--- config.mk ---
export PLATFORM = sky130hd
export DESIGN_NAME = dlfloat_mult_pipe
export DESIGN_NICKNAME = d
export VERILOG_FILES = /design/src/rtl/dlfloat_mult_pipe.sv
export SDC_FILE = /design/constraint.sdc
export NUM_CORES = 1
export LEC_CHECK = 0
export ABC_AREA = 1
export BUFFER_PORTS_ARGS = -buffer_cell sky130_fd_sc_hd__buf_2
export CAP_MARGIN = 20
export CORE_ASPECT_RATIO = 1.5
export CORE_MARGIN = 5
export CORE_UTILIZATION = 50
export DETAILED_ROUTE_END_ITERATION = 7
export PLACE_DENSITY = 0.71
export SLEW_MARGIN = 20
export SYNTH_ARGS = -nofsm -noshare
export SYNTH_HDL_FRONTEND = slang
export SYNTH_SLANG_ARGS = --single-unit
--- constraint.sdc ---
create_clock -name clk -period 5.4 [get_ports clk]
set_clock_uncertainty 0.1 [all_clocks]
set_input_delay 0.81 -clock clk [delete_from_list [all_inputs] [get_ports clk]]
set_output_delay 0.81 -clock clk [all_outputs]
set_load 0.01 [all_outputs]
--- src/rtl/dlfloat_mult_pipe.sv ---
// Pipelined DLFloat multiplier: S1 unpack/classify, S2 mantissa multiply,
// S3 normalise/round/pack. One global stall derived from output back-pressure.
module dlfloat_mult_pipe #(
    parameter int EXP_W = 6,
    parameter int MAN_W = 9
) (
    input  logic                 clk,
    input  logic                 rst_n,
    input  logic                 in_valid,
    output logic                 in_ready,
    input  logic [EXP_W+MAN_W:0] in_a,
    input  logic [EXP_W+MAN_W:0] in_b,
    input  logic                 in_rnd,
    output logic                 out_valid,
    input  logic                 out_ready,
    output logic [EXP_W+MAN_W:0] out_res,
    output logic [3:0]           out_flags
);

    localparam int W    = 1 + EXP_W + MAN_W;
    localparam int MW   = MAN_W + 1;
    localparam int PW   = 2 * MW;
    localparam int EW   = EXP_W + 2;
    localparam int BIAS = (1 << (EXP_W - 1)) - 1;

    localparam logic signed [EW-1:0] BIAS_E = EW'(BIAS);
    localparam logic signed [EW-1:0] EMAX_E = EW'((1 << EXP_W) - 1);

    logic advance;

    assign advance  = !out_valid || out_ready;
    assign in_ready = advance;

    // ---------------- S1: unpack / classify ----------------
    logic             sign_a, sign_b;
    logic [EXP_W-1:0] exp_a, exp_b;
    logic [MAN_W-1:0] man_a, man_b;
    logic             nan_a, nan_b, zero_a, zero_b;

    assign {sign_a, exp_a, man_a} = in_a;
    assign {sign_b, exp_b, man_b} = in_b;

    assign nan_a  = (&exp_a) && (&man_a);
    assign nan_b  = (&exp_b) && (&man_b);
    assign zero_a = (exp_a == '0);
    assign zero_b = (exp_b == '0);

    logic                 s1_valid;
    logic                 s1_sign;
    logic signed [EW-1:0] s1_exp;
    logic [MW-1:0]        s1_ma, s1_mb;
    logic                 s1_nan, s1_zero, s1_rnd;

    always_ff @(posedge clk or negedge rst_n) begin
        if (!rst_n) begin
            s1_valid <= 1'b0;
            s1_sign  <= 1'b0;
            s1_exp   <= '0;
            s1_ma    <= '0;
            s1_mb    <= '0;
            s1_nan   <= 1'b0;
            s1_zero  <= 1'b0;
            s1_rnd   <= 1'b0;
        end else if (advance) begin
            s1_valid <= in_valid;
            if (in_valid) begin
                s1_sign <= sign_a ^ sign_b;
                s1_exp  <= $signed(EW'(exp_a)) + $signed(EW'(exp_b)) - BIAS_E;
                s1_ma   <= {1'b1, man_a};
                s1_mb   <= {1'b1, man_b};
                s1_nan  <= nan_a || nan_b;
                s1_zero <= zero_a || zero_b;
                s1_rnd  <= in_rnd;
            end
        end
    end

    // ---------------- S2: mantissa multiply ----------------
    logic                 s2_valid;
    logic                 s2_sign;
    logic signed [EW-1:0] s2_exp;
    logic [PW-1:0]        s2_prod;
    logic                 s2_nan, s2_zero, s2_rnd;

    always_ff @(posedge clk or negedge rst_n) begin
        if (!rst_n) begin
            s2_valid <= 1'b0;
            s2_sign  <= 1'b0;
            s2_exp   <= '0;
            s2_prod  <= '0;
            s2_nan   <= 1'b0;
            s2_zero  <= 1'b0;
            s2_rnd   <= 1'b0;
        end else if (advance) begin
            s2_valid <= s1_valid;
            if (s1_valid) begin
                s2_sign <= s1_sign;
                s2_exp  <= s1_exp;
                s2_prod <= PW'(s1_ma) * PW'(s1_mb);
                s2_nan  <= s1_nan;
                s2_zero <= s1_zero;
                s2_rnd  <= s1_rnd;
            end
        end
    end

    // ---------------- S3: normalise / round / pack ----------------
    logic [MAN_W-1:0]     man_t;
    logic                 guard, sticky, inc, carry;
    logic [MW-1:0]        man_r;
    logic [MAN_W-1:0]     man_f;
    logic signed [EW-1:0] adj, exp_r;
    logic                 ovf, unf;
    logic [W-1:0]         res_d;
    logic [3:0]           flags_d;

    always_comb begin
        // Leading one sits at PW-1 or PW-2; pick mantissa/guard/sticky windows accordingly
        if (s2_prod[PW-1]) begin
            man_t  = s2_prod[PW-2 -: MAN_W];
            guard  = s2_prod[MAN_W];
            sticky = |s2_prod[MAN_W-1:0];
        end else begin
            man_t  = s2_prod[PW-3 -: MAN_W];
            guard  = s2_prod[MAN_W-1];
            sticky = |s2_prod[MAN_W-2:0];
        end

        inc   = !s2_rnd && guard && (sticky || man_t[0]);
        man_r = {1'b0, man_t} + MW'(inc);
        carry = man_r[MAN_W];
        man_f = carry ? '0 : man_r[MAN_W-1:0];

        adj   = EW'(s2_prod[PW-1]) + EW'(carry);
        exp_r = s2_exp + adj;

        ovf = (exp_r > EMAX_E) || ((exp_r == EMAX_E) && (&man_f));
        unf = exp_r[EW-1] || (exp_r == '0);

        res_d   = '0;
        flags_d = '0;
        if (s2_nan) begin
            res_d   = '1;
            flags_d = 4'b1000;
        end else if (s2_zero) begin
            res_d   = '0;
            flags_d = 4'b0000;
        end else if (ovf) begin
            res_d   = {s2_sign, {EXP_W{1'b1}}, {(MAN_W-1){1'b1}}, 1'b0};
            flags_d = 4'b0101;
        end else if (unf) begin
            res_d   = '0;
            flags_d = 4'b0011;
        end else begin
            res_d   = {s2_sign, exp_r[EXP_W-1:0], man_f};
            flags_d = {3'b000, guard || sticky};
        end
    end

    always_ff @(posedge clk or negedge rst_n) begin
        if (!rst_n) begin
            out_valid <= 1'b0;
            out_res   <= '0;
            out_flags <= '0;
        end else if (advance) begin
            out_valid <= s2_valid;
            if (s2_valid) begin
                out_res   <= res_d;
                out_flags <= flags_d;
            end
        end
    end

endmodule

After elaboration in Yosys (flattened, before gate mapping)

Index checks and enable logic that the tools add are counted.
Widths: inputs -> output; s select.

Register bits: 87
Bits of input ports: 37
Output and inout bits: 22
Logic and storage cells: 66

Add/subtract/negate cells: 5
$mul: 1
Order comparisons: 1
Equal/unequal tests: 1
Mux-type cells: 12
Bitwise gates (word level): 1
Reductions and logical operators: 27

Operators with widths:

| cell                | number |
|---|---|
| $mux 16             | 4 |
| $reduce_and 9->1    | 3 |
| $mul 10x10->20      | 1 |
| $mux 9              | 2 |
| $logic_not 6->1     | 2 |
| $reduce_and 6->1    | 2 |
| $add 9x1->10        | 1 |
| $reduce_or 9->1     | 1 |
| $add 8x3->8         | 1 |
| $eq 8x7->1 const B  | 1 |
| $gt 8x7->1 const B  | 1 |
| $logic_not 8->1     | 1 |
| $reduce_or 8->1     | 1 |
| $sub 7x5->8 const B | 1 |
| $add 6x6->7         | 1 |
| $logic_or 1x1->1    | 7 |
| $mux 3              | 2 |
| $reduce_and 2->1    | 3 |
| $logic_and 1x1->1   | 5 |
| $mux 4              | 1 |
| $add 1x1->2         | 1 |
| $logic_not 1->1     | 2 |
| $mux 1              | 2 |
| $mux 2              | 1 |
| $xor 1x1->1         | 1 |

Logic depth before layout (Yosys ltp)

Depth in word-level cells: 13
Gate-level depth with buffers: 24
Gate-level depth less buffers: 23

Worst setup path after synthesis

Ideal clock, no wire load.

Path type: register -> register
Start: register s1_ma[9]
End: register s2_prod[13]
Setup time: 0.118 ns
Arrival: 5.159 ns
Data required time: 5.182 ns
Slack: 0.023 ns
Stages on the path, launching flop included: 22
Buffers on the path: 2
Clock period less this slack: 5.377 ns
Path through: dfrtp_1 -> clkbuf_1 -> buf_1 -> nand2_1 -> fa_1 -> fa_1 -> inv_1 -> fa_1 -> fa_1 -> inv_1 -> fa_1 -> inv_1 -> ha_1 -> nand2_1 -> inv_1 -> a21boi_0 -> nand2_1 -> a21oi_1 -> o21ai_0 -> or2_2 -> nand3_1 -> nand2_1

Cells in the longest elaborated chain, start to end: 1

Ends and longest elaborated chain:

| what                     | RTL line | source |
|---|---|---|
| start: declaration       | 51       | `logic [MW-1:0] s1_ma, s1_mb;` |
| start signal: assignment | 69       | `s1_ma <= {1'b1, man_a};` |
| $mul 10x10->20           | 99       | `s2_prod <= PW'(s1_ma) * PW'(s1_mb);` |
| end signal: assignment   | 99       |  |
| end: declaration         | 82       | `logic [PW-1:0] s2_prod;` |

No other way between the ends.
A chain may end at the register's enable or synchronous reset.

Final worst setup path

Start: register s1_ma[6]
End: register s2_prod[11]

The elaborated chain is that of the path after synthesis.

==> flow_summary.toml <==
[die]
coreArea_um2 = 16100
die_area_um2 = 19000
die_w_um = 114
pin_count = 59
die_h_um = 166
initial_core_util = 0.506
num_rows = 57

[worst_setup_path]
end_kind = "flip-flop"
cp.arrival_ns = 5.30
worstPathRequired_ns = 5.56
path_common_cell = "fa_1"
cp_top_family = "adder cells"
path_class = "flip-flop to flip-flop"
start_kind = "flip-flop"
path_cells = "buf_4, nand2_1, fa_1, inv_1, fa_1, fa_1, fa_1, inv_1, fa_1, inv_1, ha_1, nand2_1, nor4_1, a21oi_2, buf_4, or2_2, a31oi_1"
r2r-start = "s1_ma[6]"
cp_max_fo = 10
cpPeakStageDelay_ns = 0.54
cpMaxStageDelayCell = "fa_1"
critPathBufInv = 5
startpoint = "s1_ma[6]"

[synthesis]
syn_avg_cell_area_um2 = 7.56
synth_top_family_by_area = "simple AND/OR/NAND/NOR gates"
yosysWarnings = 0
netlist_area_um2 = 8160
synth-xor-area-share = 0.0161
muxShareOfSynthArea = 0
synthFlopType = "dfrtp_1"
synth-edff-count = 0
synth_cell_type_count = 44
synth_compound_area_frac = 0.0593
ys_ff_latch = 86
synth-simple-area-share = 0.284
syn_inst = 1079
async_flop_share = 1.00
synth_fp_nets = 1250
ys_seq_area_frac = 0.264
synth_fa_ha_area_frac = 0.264

[clock_network]
clockBufferDepth = 2
path_clk_slew_ns = 0.07
clock_sinks = 86
clock_latency_ns = 0.35
cts-buffers-inserted = 9
root_buffer = "clkbuf_16"
cts_max_level = 3
cts_tree = "built"
cts_hold_buf = 0

[final_layout]
utilization = 0.557
final_cell_mix = "nand2_1, inv_1, dfrtp_1"
final_common_cell = "nand2_1"
area_growth_syn_to_layout_pct = 10.0
fill_cells = 1584
register_area_um2 = 2160
nets = 1295
drive_gt1_frac = 0.127
antenna_cells = 0
multi_input_area_um2 = 5090

[drt]
dr.pass1.iters = 5
drc_errors = 0
wirelength_um = 18400
via_per_inst = 5.04
wl_per_cell_um = 13.8
drt_iter0_drc = 323
drtAntennaViolNets = 0
vias = 6724

[placed_design]
hpwl_um = 14900
place_congestion = 0.911
portBuffers = 58

[grt]
track_usage = 0.205
grt_pass1_vias = 6923
antenna_found_initial = 0
gr-total-overflow = 0
grt_max_degree = 87
grt_pass1_wl_um = 32000

[sta]
max-slew-margin-rel = 0.423
post-route-min-period_ns = 5.13
post-route-period-util = 0.951
timing.fmax_mhz = 195
setup_violations = 0
slew_violations = 0
hold_viol_final = 0
tightest_slew_ns = 0.864

[flow_run]
max_cap_viol_count = 0

[worst_hold_path]
hold_path.class = "flip-flop to flip-flop"
hold_start = "s2_valid"

[outcome]
status = "finished, final reports clean"
-- final timing paths --
kind | to | slack, ns | cells after the start
hold reg to reg | out_valid | 0.37 | 2
max in group asynchronous | s1_mb[6] | 4.23 | 1
min in group asynchronous | out_flags[3] | 0.40 | 1
setup / recovery | s2_prod[11] | 0.27 | 17
setup reg to reg | s2_prod[11] | 0.27 | 17
hold / removal | out_valid | 0.37 | 2
-- area by class of cell --
cell class / instances / area share
inverters: 198 / 0.0828
multi-input cells: 754 / 0.567
clock inverters: 7 / 0.00780
well taps: 206 / 0.0287
repair buffers: 75 / 0.0477
flip-flops and latches: 86 / 0.241
clock buffers: 9 / 0.0251
-- state kept, by name (all words and copies together), names as in the netlist --
signal and cells:
s2_nan 1, s2_rnd 1, s1_rnd 1, s2_exp 8
s1_nan 1, out_valid 1, s2_zero 1, s1_zero 1
s1_valid 1, s1_ma 10, s2_prod 20, s2_sign 1
s1_mb 9, out_flags 4, s2_valid 1, out_res 16
s1_sign 1, s1_exp 8
-- cells in the mapped netlist (3+ instances only) --
cell type,number,share of area
nand2_1,367,0.17
inv_1,196,0.090
dfrtp_1,86,0.26
ha_1,70,0.11
fa_1,64,0.16
nand3_1,57,0.035
o21ai_0,40,0.025
nor2_1,37,0.017
clkbuf_1,34,0.016
a21oi_1,20,0.012
nand3_2,14,0.017
xnor2_1,13,0.014
nand4_1,8,0.0061
a31oi_1,6,0.0046
nand2_2,6,0.0046
or2_2,6,0.0046
nand2_4,5,0.0069
nor3_1,5,0.0031
nor4_1,4,0.0031
a21o_1,3,0.0028
buf_2,3,0.0018
o21bai_1,3,0.0028
o31ai_1,3,0.0028
-- metal layers --
metal | up-vias | routed length (µm) | global-route usage
met5 | - | 0 | 0
met4 | 0 | 616 | 0.0744
met3 | 38 | 510 | 0.0200
met2 | 132 | 10100 | 0.389
met1 | 3168 | 7180 | 0.234
li1 | 3386 | - | -
-- tightest hold or removal path, stage by stage (launching register included) --
cell,delay (ns)
dfrtp_1,0.33
inv_1,0.06
nand2_1,0.06
-- through the flow --
step                       TNS [ns]  setup slack [ns]  hold slack (ns)  instances  cell area (µm²)
after floorplan                   0            0.0226            0.332       1079             8160
after global placement            0             0.277            0.345       1318             8660
after detailed placement          0             0.200            0.350       1318             8660
after CTS                         0             0.166            0.369       1334             8950
after global routing      -0.000481         -0.000481            0.395       1335             8980
final                             0             0.266            0.375       1335             8980
-- logic make-up (layout without fill, tap and decap cells) --
logic type,Yosys count,after routing
buf+inv,239,289
flops,86,86
compound gates,84,84
simple gates,521,521
fa+ha+maj,134,134
xor+xnor,15,15
-- what timing repair did --
item                       4_1_cts  5_1_grt
buffers inserted                 0        1
setup endpoints to repair        0        2
gates resized for setup          0        8
Power is left out: the tool's default activity adds up to more than one toggle a clock period on the data nets, which glitch-free logic cannot reach.
